[config.mk]
export PLATFORM = sky130hd
export DESIGN_NAME = serial_add_ctrl
export DESIGN_NICKNAME = d
export VERILOG_FILES = /design/src/rtl/serial_add_ctrl_pkg.sv /design/src/rtl/fa_cell.sv /design/src/rtl/serial_add_ctrl.sv
export SDC_FILE = /design/constraint.sdc
export NUM_CORES = 1
export LEC_CHECK = 0
export ABC_AREA = 1
export CORE_ASPECT_RATIO = 0.8
export CORE_MARGIN = 4
export CORE_UTILIZATION = 48
export DETAILED_ROUTE_END_ITERATION = 8
export GPL_TIMING_DRIVEN = 0
export PLACE_DENSITY = 0.8
export SYNTH_ARGS = -nofsm -noshare
export SYNTH_HDL_FRONTEND = slang
export SYNTH_SLANG_ARGS = --single-unit
[constraint.sdc]
create_clock -name clk -period 1.34 [get_ports clk]
set_clock_uncertainty 0.15 [all_clocks]
set_input_delay 0.201 -clock clk [delete_from_list [all_inputs] [get_ports clk]]
set_output_delay 0.201 -clock clk [all_outputs]
set_load 0.01 [all_outputs]
[src/rtl/serial_add_ctrl_pkg.sv]
// Shared definitions for the bit-serial adder/subtractor: FSM encoding and default width.
package serial_add_ctrl_pkg;

  localparam int unsigned DEFAULT_WIDTH = 32;

  typedef enum logic [1:0] {
    S_IDLE = 2'd0,
    S_RUN  = 2'd1,
    S_DONE = 2'd2
  } state_e;

endpackage

[src/rtl/fa_cell.sv]
// One-bit full adder reused every cycle by the serial datapath.
module fa_cell (
  input  logic ai,
  input  logic bi,
  input  logic ci,
  output logic s,
  output logic co
);

  assign s  = ai ^ bi ^ ci;
  assign co = (ai & bi) | ((ai | bi) & ci);

endmodule

[src/rtl/serial_add_ctrl.sv]
// Bit-serial add/subtract controller: one full-adder cell walked LSB-first over WIDTH cycles,
// with a start/busy/done handshake and registered result flags.
module serial_add_ctrl
  import serial_add_ctrl_pkg::*;
#(
  parameter int unsigned WIDTH = DEFAULT_WIDTH
) (
  input  logic             clk,
  input  logic             rst_n,
  input  logic             start,
  input  logic             op_sub,
  input  logic             cin,
  input  logic [WIDTH-1:0] a,
  input  logic [WIDTH-1:0] b,
  output logic             busy,
  output logic             done,
  output logic [WIDTH-1:0] f,
  output logic             cout,
  output logic             ovf,
  output logic             zf
);

  localparam int unsigned CNT_W = $clog2(WIDTH);
  localparam logic [CNT_W-1:0] CNT_LAST = CNT_W'(WIDTH - 1);
  localparam logic [CNT_W-1:0] CNT_PRE  = CNT_W'(WIDTH - 2);

  state_e           state_q, state_d;
  logic [WIDTH-1:0] sa_q, sa_d, sb_q, sb_d, sf_q, sf_d;
  logic [CNT_W-1:0] cnt_q, cnt_d;
  logic             c_q, c_d, cmsb_q, cmsb_d;
  logic [WIDTH-1:0] f_q, f_d;
  logic             cout_q, cout_d, ovf_q, ovf_d, zf_q, zf_d;
  logic             busy_q, busy_d, done_q, done_d;
  logic             s_w, co_w;

  fa_cell u_fa (
    .ai (sa_q[0]),
    .bi (sb_q[0]),
    .ci (c_q),
    .s  (s_w),
    .co (co_w)
  );

  always_ff @(posedge clk or negedge rst_n) begin
    if (!rst_n) begin
      state_q <= S_IDLE;
      sa_q    <= '0;
      sb_q    <= '0;
      sf_q    <= '0;
      cnt_q   <= '0;
      c_q     <= 1'b0;
      cmsb_q  <= 1'b0;
      f_q     <= '0;
      cout_q  <= 1'b0;
      ovf_q   <= 1'b0;
      zf_q    <= 1'b0;
      busy_q  <= 1'b0;
      done_q  <= 1'b0;
    end else begin
      state_q <= state_d;
      sa_q    <= sa_d;
      sb_q    <= sb_d;
      sf_q    <= sf_d;
      cnt_q   <= cnt_d;
      c_q     <= c_d;
      cmsb_q  <= cmsb_d;
      f_q     <= f_d;
      cout_q  <= cout_d;
      ovf_q   <= ovf_d;
      zf_q    <= zf_d;
      busy_q  <= busy_d;
      done_q  <= done_d;
    end
  end

  always_comb begin
    state_d = state_q;
    sa_d    = sa_q;
    sb_d    = sb_q;
    sf_d    = sf_q;
    cnt_d   = cnt_q;
    c_d     = c_q;
    cmsb_d  = cmsb_q;
    f_d     = f_q;
    cout_d  = cout_q;
    ovf_d   = ovf_q;
    zf_d    = zf_q;
    done_d  = 1'b0;

    case (state_q)
      S_IDLE: begin
        // Subtraction is A + ~B + 1: invert B and force the initial carry.
        if (start) begin
          sa_d    = a;
          sb_d    = op_sub ? ~b : b;
          c_d     = op_sub ? 1'b1 : cin;
          cnt_d   = '0;
          state_d = S_RUN;
        end
      end
      S_RUN: begin
        sa_d  = sa_q >> 1;
        sb_d  = sb_q >> 1;
        sf_d  = {s_w, sf_q[WIDTH-1:1]};
        c_d   = co_w;
        cnt_d = cnt_q + CNT_W'(1);
        // The carry produced by bit WIDTH-2 is the carry into the MSB, needed for overflow.
        if (cnt_q == CNT_PRE) cmsb_d = co_w;
        if (cnt_q == CNT_LAST) state_d = S_DONE;
      end
      S_DONE: begin
        f_d     = sf_q;
        cout_d  = c_q;
        ovf_d   = cmsb_q ^ c_q;
        zf_d    = (sf_q == '0);
        done_d  = 1'b1;
        state_d = S_IDLE;
      end
      default: state_d = S_IDLE;
    endcase

    busy_d = (state_d == S_RUN) || (state_d == S_DONE);
  end

  assign busy = busy_q;
  assign done = done_q;
  assign f    = f_q;
  assign cout = cout_q;
  assign ovf  = ovf_q;
  assign zf   = zf_q;

endmodule
==> impl_table.tex <==
\begin{tabular}{lr}
\hline
Metric & Value \\
\hline
\multicolumn{2}{l}{\textbf{Pwr}} \\
Switching power summed over all nets & 7.38 mW \\
Combinational group share of total power & 0.426 \\
Share of total power consumed by net switching & 0.363 \\
Design internal power & 12.9 mW \\
Pwr Density & approximately 2100 nW/µm² \\
Sequential cell fraction of total power & 0.340 \\
Worst vdd ir & 0.00111 V \\
Static power due to leakage & 4.47 nW \\
Clock Power Share & 0.234 \\
Design Power & 20.3 mW \\
\multicolumn{2}{l}{\textbf{Yosys}} \\
Synthesized area per cell & 8.90 µm² \\
Synth Net Count & just under 800 \\
Share of the yosys chip area belonging to registers & 0.563 \\
Top cell type's share of synthesized area & 0.563 \\
Warnings, synthesis & 0 \\
Synth area leaders & sky130\_fd\_sc\_hd\_\_dfrtp\_1 (56\%), sky130\_fd\_sc\_hd\_\_nand2\_1 (13\%), sky130\_fd\_sc\_hd\_\_o21ai\_0 (6.8\%), sky130\_fd\_sc\_hd\_\_xnor2\_1 (4.4\%), sky130\_fd\_sc\_hd\_\_inv\_1 (4.2\%) \\
Cell count after synthesis & 709 \\
Flip-flop and latch count after synthesis & between 100 and 150 \\
Post-synthesis instance area & $\sim$6300 µm² \\
Cell type contributing the most total cell area after synthesis & sky130\_fd\_sc\_hd\_\_dfrtp\_1 \\
Count of different cell masters after synthesis & 27 \\
\multicolumn{2}{l}{\textbf{Clock network}} \\
H-Tree Level Count & 4 \\
Number of clock sinks & 142 \\
Worst skew pair latency & 0.41 ns \\
CTS clk-pin slew, worst paths & roughly 0.060 ns \\
Num CTS Buffers & 17 \\
Clock Root Buffer & sky130\_fd\_sc\_hd\_\_clkbuf\_16 \\
TritonCTS clock tree & built \\
Buffer depth of the longest clock path & 2 \\
\multicolumn{2}{l}{\textbf{Worst setup path}} \\
Sequence of cells on the critical path & buf\_4 > nor2\_4 > buf\_6 > bufbuf\_16 > nand2\_1 > o21ai\_1 \\
Kind of cell adding the most delay to the critical path & buffers and inverters \\
WP depth & 6 \\
Type of element capturing the critical path & flop \\
WP data arrival & 1.74 ns \\
Top fanout value on the critical path & 5 \\
Max incr delay on CP & $\sim$0.45 ns \\
WP data required & 1.53 ns \\
Critical Path Start Type & flop \\
CP max-delay cell & sky130\_fd\_sc\_hd\_\_dfrtp\_2 \\
Number of cell instances on the worst register-to-register path & 6 \\
Worst Setup Path Type & flop to flop \\
CP Buf/Inv Count & 3 \\
\multicolumn{2}{l}{\textbf{Drt}} \\
DRC violations left & 0 \\
Number of detailed-route iterations in the first pass & 5 \\
Number of nets with antenna violations after routing & 0 \\
Routed wire length & around 18 mm \\
Average detailed-routed wire length per instance & about 17 µm \\
Number of vias in the routed layout & 5605 \\
Vias per cell & 5.21 \\
Initial drt markers & 356 \\
\multicolumn{2}{l}{\textbf{Layout}} \\
Core Util, Final & 0.735 \\
Finished Cell Area & 9470 µm² \\
Commonest non-fill, non-tap cells in the layout & sky130\_fd\_sc\_hd\_\_nand2\_1 (150), sky130\_fd\_sc\_hd\_\_dfrtp\_1 (140), sky130\_fd\_sc\_hd\_\_o21ai\_1 (78), sky130\_fd\_sc\_hd\_\_inv\_1 (69), sky130\_fd\_sc\_hd\_\_clkdlybuf4s50\_1 (66) \\
Post-Layout Cell Count & 1076 \\
Ratio of cells with drive above 1 in the final layout & 0.313 \\
Nets & 963 \\
Most common cell after layout, fill and taps aside & sky130\_fd\_sc\_hd\_\_nand2\_1 \\
Synth-to-Final Area Change & 50.0\% \\
\# diodes & 0 \\
\multicolumn{2}{l}{\textbf{Job}} \\
Number of maximum-capacitance violations & 0 \\
\multicolumn{2}{l}{\textbf{Global route}} \\
Wire length of the first global-routing pass & 28.3 mm \\
Total Routing Usage GR & 0.236 \\
Initial antenna violation count & 0 \\
Largest net degree at the start of global routing & 103 \\
Total congestion overflow after global routing & 0 \\
Number of global-route vias before repair & 5647 \\
\multicolumn{2}{l}{\textbf{Hold path}} \\
Class of the tightest hold or removal check & input port to flop \\
Depth of the worst hold-timing path & 3 \\
\multicolumn{2}{l}{\textbf{Place}} \\
DP HPWL & between 9 and 10 mm \\
Number of placed instances, taps included & between 900 and 1000 \\
GPL Wtd Cong & around 0.80 \\
Worst setup timing slack at the placement stage & -0.533 ns \\
PortBufs & roughly 100 \\
Instance area at placement & roughly 7600 µm² \\
\multicolumn{2}{l}{\textbf{Timing}} \\
Min Hold Slack & 0.0986 ns \\
Crit share post-route & 1.16 \\
Smallest setup slack after layout & -0.217 ns \\
Crit path time final & between 1.5 and 2 ns \\
Max Fclk & roughly 640 MHz \\
Summed negative setup slack over all endpoints & -20.36 ns \\
RSZ-0062 raised after global routing & yes \\
Worst max-slew margin expressed relative to the limit & 0.727 \\
Number of failing hold endpoints at the final stage & 0 \\
Measured slew at the worst slew-check pin & 0.410 ns \\
Total count of max-transition violations in the final report & 0 \\
Final count of negative-setup-slack endpoints & $\sim$140 \\
\multicolumn{2}{l}{\textbf{Floorplanning}} \\
Area of the core region & 12900 µm² \\
Chip Height & around 110 µm \\
DIE WIDTH & $\sim$140 µm \\
Die footprint & $\sim$15000 µm² \\
I/O Pins & 106 \\
Initial core utilization & 0.490 \\
Site row count & 37 \\
\multicolumn{2}{l}{\textbf{Outcome}} \\
Violations in the final reports & setup timing \\
Outcome & finished, violations left \\
\hline
\end{tabular}
## final timing paths
path	start	to	slack, ns
worst max-delay path	state_q[1]	sf_q[7]	-0.22
worst min-delay path	op_sub	sb_q[24]	0.1
max in group asynchronous	rst_n	sf_q[22]	0.26
worst min register to register	f[13]	f[13]	0.34
worst max register to register	state_q[1]	sf_q[7]	-0.22
min in group asynchronous	rst_n	f[11]	0.12
## logic make-up (layout without fill, tap and decap cells)
group	count (synthesis)	after routing	share of synthesized area
flops	142	142	0.563
fa+ha+maj	4	4	0.00912
buf+inv	116	307	0.0817
simple gates	243	244	0.151
compound gates	171	171	0.150
xor+xnor	33	33	0.0458
## cells in the mapped netlist
cell type / count
sky130_fd_sc_hd__a21oi_1: 1
sky130_fd_sc_hd__ha_1: 3
sky130_fd_sc_hd__a22oi_1: 1
sky130_fd_sc_hd__o211ai_2: 1
sky130_fd_sc_hd__o211ai_1: 30
sky130_fd_sc_hd__nor2_1: 22
sky130_fd_sc_hd__nand2_2: 1
sky130_fd_sc_hd__o21ai_0: 86
sky130_fd_sc_hd__buf_6: 5
sky130_fd_sc_hd__fa_1: 1
sky130_fd_sc_hd__buf_1: 4
sky130_fd_sc_hd__clkbuf_1: 14
sky130_fd_sc_hd__buf_2: 10
sky130_fd_sc_hd__o21ai_1: 50
sky130_fd_sc_hd__o21a_1: 1
sky130_fd_sc_hd__nand3_1: 5
sky130_fd_sc_hd__nor2_8: 1
sky130_fd_sc_hd__inv_1: 70
sky130_fd_sc_hd__dfrtp_1: 142
sky130_fd_sc_hd__xnor2_1: 32
sky130_fd_sc_hd__nand2_1: 212
sky130_fd_sc_hd__o21bai_1: 1
sky130_fd_sc_hd__nand3_2: 1
sky130_fd_sc_hd__xor2_1: 1
sky130_fd_sc_hd__nor2_4: 1
sky130_fd_sc_hd__inv_2: 5
sky130_fd_sc_hd__buf_4: 8
## state kept, by name, summed over array words and instances, names as in the netlist
signal and count:
sb_q 32, sf_q 32, done 1, c_q 1, sa_q 32, state_q 2
cnt_q 5, busy 1, f 32, ovf 1, zf 1, cout 1
cmsb_q 1
## power groups by stage
stage / Sequential [mW] / Combinational (mW) / Clock, mW
final: 6.90 / 8.65 / 4.75
after global routing: 7.04 / 9.45 / 4.99
after CTS: 6.78 / 7.61 / 4.77
after detailed placement: 6.76 / 5.50 / 0
after global placement: 6.71 / 5.29 / 0
after floorplan: 6.64 / 3.78 / 0
## timing repair
action / in CTS / in global routing
hold endpoints to repair: 40 / 0
hold buffers: 1 / 0
pin swaps: 29 / 19
buffers inserted: 24 / 13
gates resized for setup: 337 / 100
cloned: 19 / 4
endpoints found under the setup margin: 173 / 209
## worst register-to-register path, stage by stage (launching register included)
cell                        delay (ns)
sky130_fd_sc_hd__dfrtp_2          0.45
sky130_fd_sc_hd__buf_4            0.16
sky130_fd_sc_hd__nor2_4           0.19
sky130_fd_sc_hd__buf_6            0.13
sky130_fd_sc_hd__bufbuf_16        0.24
sky130_fd_sc_hd__nand2_1          0.06
sky130_fd_sc_hd__o21ai_1          0.09
## routing by layer
layer / share of wire / track usage / up-vias
li1: - / - / 2633
met1: 0.42 / 0.320 / 2745
met2: 0.51 / 0.385 / 203
met3: 0.059 / 0.0537 / 24
met4: 0.013 / 0.0618 / 0
met5: 0 / 0 / -
## layout make-up
| type | instances | area [µm²] |
|---|---|---|
| clock inverters | 11 | 143 |
| flip-flops and latches | 142 | 3560 |
| fillers | 926 | 3400 |
| clock buffers | 19 | 443 |
| well taps | 175 | 219 |
| plain buffers | 38 | 460 |
| inverters | 75 | 307 |
| multi-input cells | 452 | 2680 |
| repair buffers | 163 | 1650 |
| repair inverters | 1 | 8.76 |
No activity file was read; power rests on OpenSTA's default activity.
